**src/rtl/apb_pkg.sv**
```systemverilog
// Shared APB initiator definitions: FSM encoding, default widths and watchdog sizing.
package apb_pkg;

    localparam int APB_ADDR_W = 32;
    localparam int APB_DATA_W = 32;

    localparam logic [1:0] ST_IDLE   = 2'd0;
    localparam logic [1:0] ST_SETUP  = 2'd1;
    localparam logic [1:0] ST_ACCESS = 2'd2;

    // Counter must hold 0..TIMEOUT; keep at least one bit so a disabled watchdog still elaborates.
    function automatic int apb_timeout_w(input int timeout);
        return (timeout < 1) ? 1 : $clog2(timeout + 1);
    endfunction

endpackage

```
**src/rtl/apb_watchdog.sv**
```systemverilog
// ACCESS-phase pready watchdog: expire is a combinational pulse on the last allowed wait cycle.
module apb_watchdog
    import apb_pkg::*;
#(
    parameter int TIMEOUT = 256
) (
    input  logic clk,
    input  logic rst,
    input  logic clear,
    input  logic count_en,
    output logic expire
);

    localparam int CW = apb_timeout_w(TIMEOUT);

    generate
        if (TIMEOUT == 0) begin : g_off
            logic unused_in;
            assign unused_in = ^{clk, rst, clear, count_en};
            assign expire    = 1'b0;
        end else begin : g_on
            localparam logic [CW-1:0] LAST = CW'(TIMEOUT - 1);
            logic [CW-1:0] cnt;

            always_ff @(posedge clk or posedge rst) begin
                if (rst)
                    cnt <= '0;
                else if (clear)
                    cnt <= '0;
                else if (count_en && !expire)
                    cnt <= cnt + 1'b1;
            end

            assign expire = count_en && (cnt == LAST);
        end
    endgenerate

endmodule

```
**src/rtl/apb_master_bridge.sv**
```systemverilog
// Single-outstanding APB3 initiator: valid/ready request in, one-cycle completion pulse out.
module apb_master_bridge
    import apb_pkg::*;
#(
    parameter int ADDR_W  = APB_ADDR_W,
    parameter int DATA_W  = APB_DATA_W,
    parameter int TIMEOUT = 256
) (
    input  logic              pclk,
    input  logic              reset,
    input  logic              req_valid,
    output logic              req_ready,
    input  logic              req_write,
    input  logic [ADDR_W-1:0] req_addr,
    input  logic [DATA_W-1:0] req_wdata,
    output logic              rsp_valid,
    output logic [DATA_W-1:0] rsp_rdata,
    output logic              rsp_err,
    output logic              rsp_timeout,
    output logic [ADDR_W-1:0] paddr,
    output logic              pwrite,
    output logic              psel,
    output logic              penable,
    output logic [DATA_W-1:0] pwdata,
    input  logic [DATA_W-1:0] prdata,
    input  logic              pready,
    input  logic              pslverr
);

    logic [1:0] state;
    logic       wd_expire;

    // psel/penable decode straight from state so an async reset drops them immediately.
    assign req_ready = (state == ST_IDLE) && !reset;
    assign psel      = (state != ST_IDLE);
    assign penable   = (state == ST_ACCESS);

    apb_watchdog #(.TIMEOUT(TIMEOUT)) u_wd (
        .clk      (pclk),
        .rst      (reset),
        .clear    (state == ST_SETUP),
        .count_en ((state == ST_ACCESS) && !pready),
        .expire   (wd_expire)
    );

    always_ff @(posedge pclk or posedge reset) begin
        if (reset) begin
            state       <= ST_IDLE;
            paddr       <= '0;
            pwrite      <= 1'b0;
            pwdata      <= '0;
            rsp_valid   <= 1'b0;
            rsp_rdata   <= '0;
            rsp_err     <= 1'b0;
            rsp_timeout <= 1'b0;
        end else begin
            rsp_valid <= 1'b0;
            case (state)
                ST_IDLE: begin
                    if (req_valid) begin
                        paddr  <= req_addr;
                        pwrite <= req_write;
                        pwdata <= req_wdata;
                        state  <= ST_SETUP;
                    end
                end
                ST_SETUP: state <= ST_ACCESS;
                ST_ACCESS: begin
                    // pready takes priority over a watchdog expiry on the same edge.
                    if (pready) begin
                        rsp_valid   <= 1'b1;
                        rsp_err     <= pslverr;
                        rsp_rdata   <= pwrite ? '0 : prdata;
                        rsp_timeout <= 1'b0;
                        state       <= ST_IDLE;
                    end else if (wd_expire) begin
                        rsp_valid   <= 1'b1;
                        rsp_err     <= 1'b1;
                        rsp_rdata   <= '0;
                        rsp_timeout <= 1'b1;
                        state       <= ST_IDLE;
                    end
                end
                default: state <= ST_IDLE;
            endcase
        end
    end

endmodule
```
**config.mk**
```make
export PLATFORM = sky130hd
export DESIGN_NAME = apb_master_bridge
export DESIGN_NICKNAME = d
export VERILOG_FILES = /design/src/rtl/apb_pkg.sv /design/src/rtl/apb_watchdog.sv /design/src/rtl/apb_master_bridge.sv
export SDC_FILE = /design/constraint.sdc
export NUM_CORES = 1
export LEC_CHECK = 0
export BUFFER_PORTS_ARGS = -buffer_cell sky130_fd_sc_hd__clkbuf_2
export CORE_MARGIN = 1.5
export CORE_UTILIZATION = 51
export DETAILED_ROUTE_END_ITERATION = 7
export HOLD_SLACK_MARGIN = 0.06
export PLACE_DENSITY = 0.86
export SLEW_MARGIN = 0
export SYNTH_ARGS = -nofsm -noshare
export SYNTH_HDL_FRONTEND = slang
export SYNTH_HIERARCHICAL = 1
export SYNTH_SLANG_ARGS = --single-unit
```
**constraint.sdc**
```tcl
create_clock -name pclk -period 8.05 [get_ports pclk]
set_clock_uncertainty 0.2 [all_clocks]
set_input_delay 1.61 -clock pclk [delete_from_list [all_inputs] [get_ports pclk]]
set_output_delay 1.61 -clock pclk [all_outputs]
set_load 0.01 [all_outputs]
```
==> key figures <==
GRT
  • Met1 Use GR: 28.7%
  • Routing usage on met2: 36.1%
  • Initial antenna violation count: 0
  • Pin count of the biggest net entering global routing: 67
  • Overall Global Routing Usage: 21.9%
  • Met3 usage: 6.32%
  • GRT busiest layer: met2
  • First-pass GRT wire length: 17,000 um
  • GR Overflow Total: 0
  • Vias in the first global route: 3,430

Yosys
  • Ranking of synthesized cells by area: dfrtp_1 58%, mux2_4 12%, mux2_2 6.2%
  • Post-synth top area share: 58.4%
  • Yosys reg bits: 111
  • Cell accounting for the most synthesized area: dfrtp_1
  • Mapped Cells: 348
  • Synth Area in Compound Gates: 5.37%
  • Post-synthesis mux area share: 18.7%
  • EDFF count, synth: 0
  • Primary FF master, synth: dfrtp_1
  • Netlist cell types: 32
  • Simple-Gate Fraction of Synth Area: 9.81%
  • Yosys warning count: 6
  • Mean area per synthesized cell: 13.7 um2
  • Post-synth ARST share: 100%
  • Adder-Cell Fraction of Synth Area: 0.526%
  • Post-Syn Nets: 452
  • Sequential fraction of the synthesis area: 58.4%
  • Synth Area in XOR/XNOR: 0.368%
  • Largest family of logic cells by synthesized area: multiplexers
  • Synthesized area: 4760 um2

Clock network
  • Post-CTS Setup Inserts: 0
  • Worst-path clk slew: 90 ps
  • CTS Buffer Depth: 2
  • CTS sink count: 111
  • Post_cts resized: 0
  • Clock latency on the worst-skew pair: 360 ps
  • TritonCTS buffer count: 9
  • # hold bufs at CTS: 0
  • H-tree levels: 3
  • CTS tree: built
  • Clk Tree Root Cell: clkbuf_8

Min path
  • HP Class: register to register
  • Worst hold path startpoint: rsp_err

Detailed routing
  • DR WL/cell: 16.2 um
  • First-pass iteration count of the detailed router: 5
  • Initial DRC Count: 91
  • Vias per std cell: 5.22
  • Drt drc: 0
  • Routed WL: 10,700 um
  • Total number of vias: 3,446
  • Antenna viol nets, final: 0

STA
  • Tcrit/Tclk final: 47.7%
  • Crit path time final: 3840 ps
  • Total negative slack: 0 ps
  • Unrepaired setup endpoints after global routing: false
  • Max-slew violation count: 0
  • Hold Vio Cnt, Final: 0
  • Slew headroom: 30.7%
  • Upper clock frequency limit: 260 MHz
  • Worst Tran Pin Value: 1040 ps
  • Final setup viols: 0
  • Final setup margin: 4210 ps

Floorplan
  • Die height: 99.6 um
  • IO Pins: 205
  • Die area: 9910 um2
  • Std cell rows: 35
  • DIE WIDTH: 99.6 um
  • Initial cell density of the core: 52.0%
  • Core box area: 9150 um2

Place
  • HPWL Detailed: 7580 um
  • Final GP Congestion: 0.840
  • Pre-CTS setup slack: 3840 ps
  • I/O Buffers: 204

Power and ir drop
  • Pwr Density: 358 nW/um2
  • Static leakage: 3.03 nW
  • Max VDD drop: 0.195 mV

Worst setup path
  • Worst setup SP type: input pin
  • Crit path max fanout: 36
  • R2r startpoint: state[1]
  • CP endpoint kind: register
  • Max stage delay on crit path: 790 ps
  • Slowest cell on crit path: o21a_1
  • Crit Path Class: input pin to register
  • Cells along the critical path: clkbuf_2 > nor2b_1 > and2_2 > o21a_1 > o21ai_0
  • Crit path arrival time: 3830 ps
  • CP Launch Point: pready
  • Worst EP required: 8040 ps

Cells and area
  • Layout cell share with drive strength beyond 1: 53.6%
  • Ant. Diodes: 0
  • Commonest non-fill, non-tap cell in the layout: clkbuf_2
  • Layout fillers: 690
  • Synth-to-layout area growth: 24.9%
  • Fin nets: 649
  • Most frequent cells in the layout: 204 x clkbuf_2, 111 x dfrtp_1, 39 x mux2_4

Outcome
  • Status: finished clean

Run
  • # Max-Cap Violations: 0
[cells in the mapped netlist, types with 4 or more instances]
library cell  instances
dfrtp_1             111
buf_2                 6
a21oi_1               7
mux2_4               39
o21ai_0              35
buf_12                5
nand4b_1             33
clkbuf_1              8
nor2b_1               4
inv_1                39
mux2_2               26
nor2_1                6
[through the flow]
stage	power (mW)	instance area, um2	hold slack (ps)	utilization [%]	cells
floorplan	1.51	4760	319	-	348
global placement	1.80	5770	288	63.1	645
detailed placement	1.84	5770	295	63.1	645
CTS	2.14	5940	318	64.9	660
global route	2.26	5940	334	64.9	660
finish	2.13	5940	311	64.9	660
[power by group]
part / switching (mW) / internal, mW / leakage, nW
clock network: 0.187 / 0.115 / 0.0833
logic: 0.422 / 0.463 / 1.59
registers: 0.147 / 0.793 / 1.36
[critical path: cells and delay by family]
family	cells	cell delay, ps
AO/OA/AOI/OAI	2	990
buffers and inverters	1	420
AND/OR/NAND/NOR	2	780
[cell families (layout without fill, tap and decap cells)]
group,Yosys count,after routing
muxes,66,66
AOI/OAI and AO/OA,48,48
DFF,111,111
adders and majority gates,2,2
and+or+nand+nor,58,58
buffers and inverters,61,262
xor gates and xnor gates,2,2
[worst paths after layout]
check / endpoint / slack (ps) / cells after the start
max: rsp_rdata[29] / 4210 / 5
min: rsp_err / 310 / 1
max reg2reg: rsp_rdata[29] / 5130 / 6
min reg2reg: rsp_err / 310 / 1
max in group asynchronous: paddr[27] / 5400 / 3
min in group asynchronous: u_wd/g_on.cnt[4] / 1050 / 2
[layer usage]
metal | part of all wire (%) | vias to the layer above
li1 | - | 1590
met1 | 42 | 1682
met5 | 0 | -
met4 | 0.63 | 0
met2 | 49 | 168
met3 | 7.6 | 6
[state kept, by name, indices dropped and copies added, names as in the netlist]
register and cells:
rsp_rdata 32, rsp_timeout 1, pwrite 1, pwdata 32
rsp_valid 1, paddr 32, state 2, u_wd/g_on.cnt 9
rsp_err 1
[cell type report]
type,count,area (um2),area share (%)
flip-flops and latches,111,2780,46.7
multi-input cells,176,1660,27.9
repair buffers,208,1050,17.7
inverters,39,149,2.51
well taps,111,139,2.34
clock buffers,10,128,2.15
clock inverters,5,42.5,0.716
No activity file was read; power rests on OpenSTA's default activity.
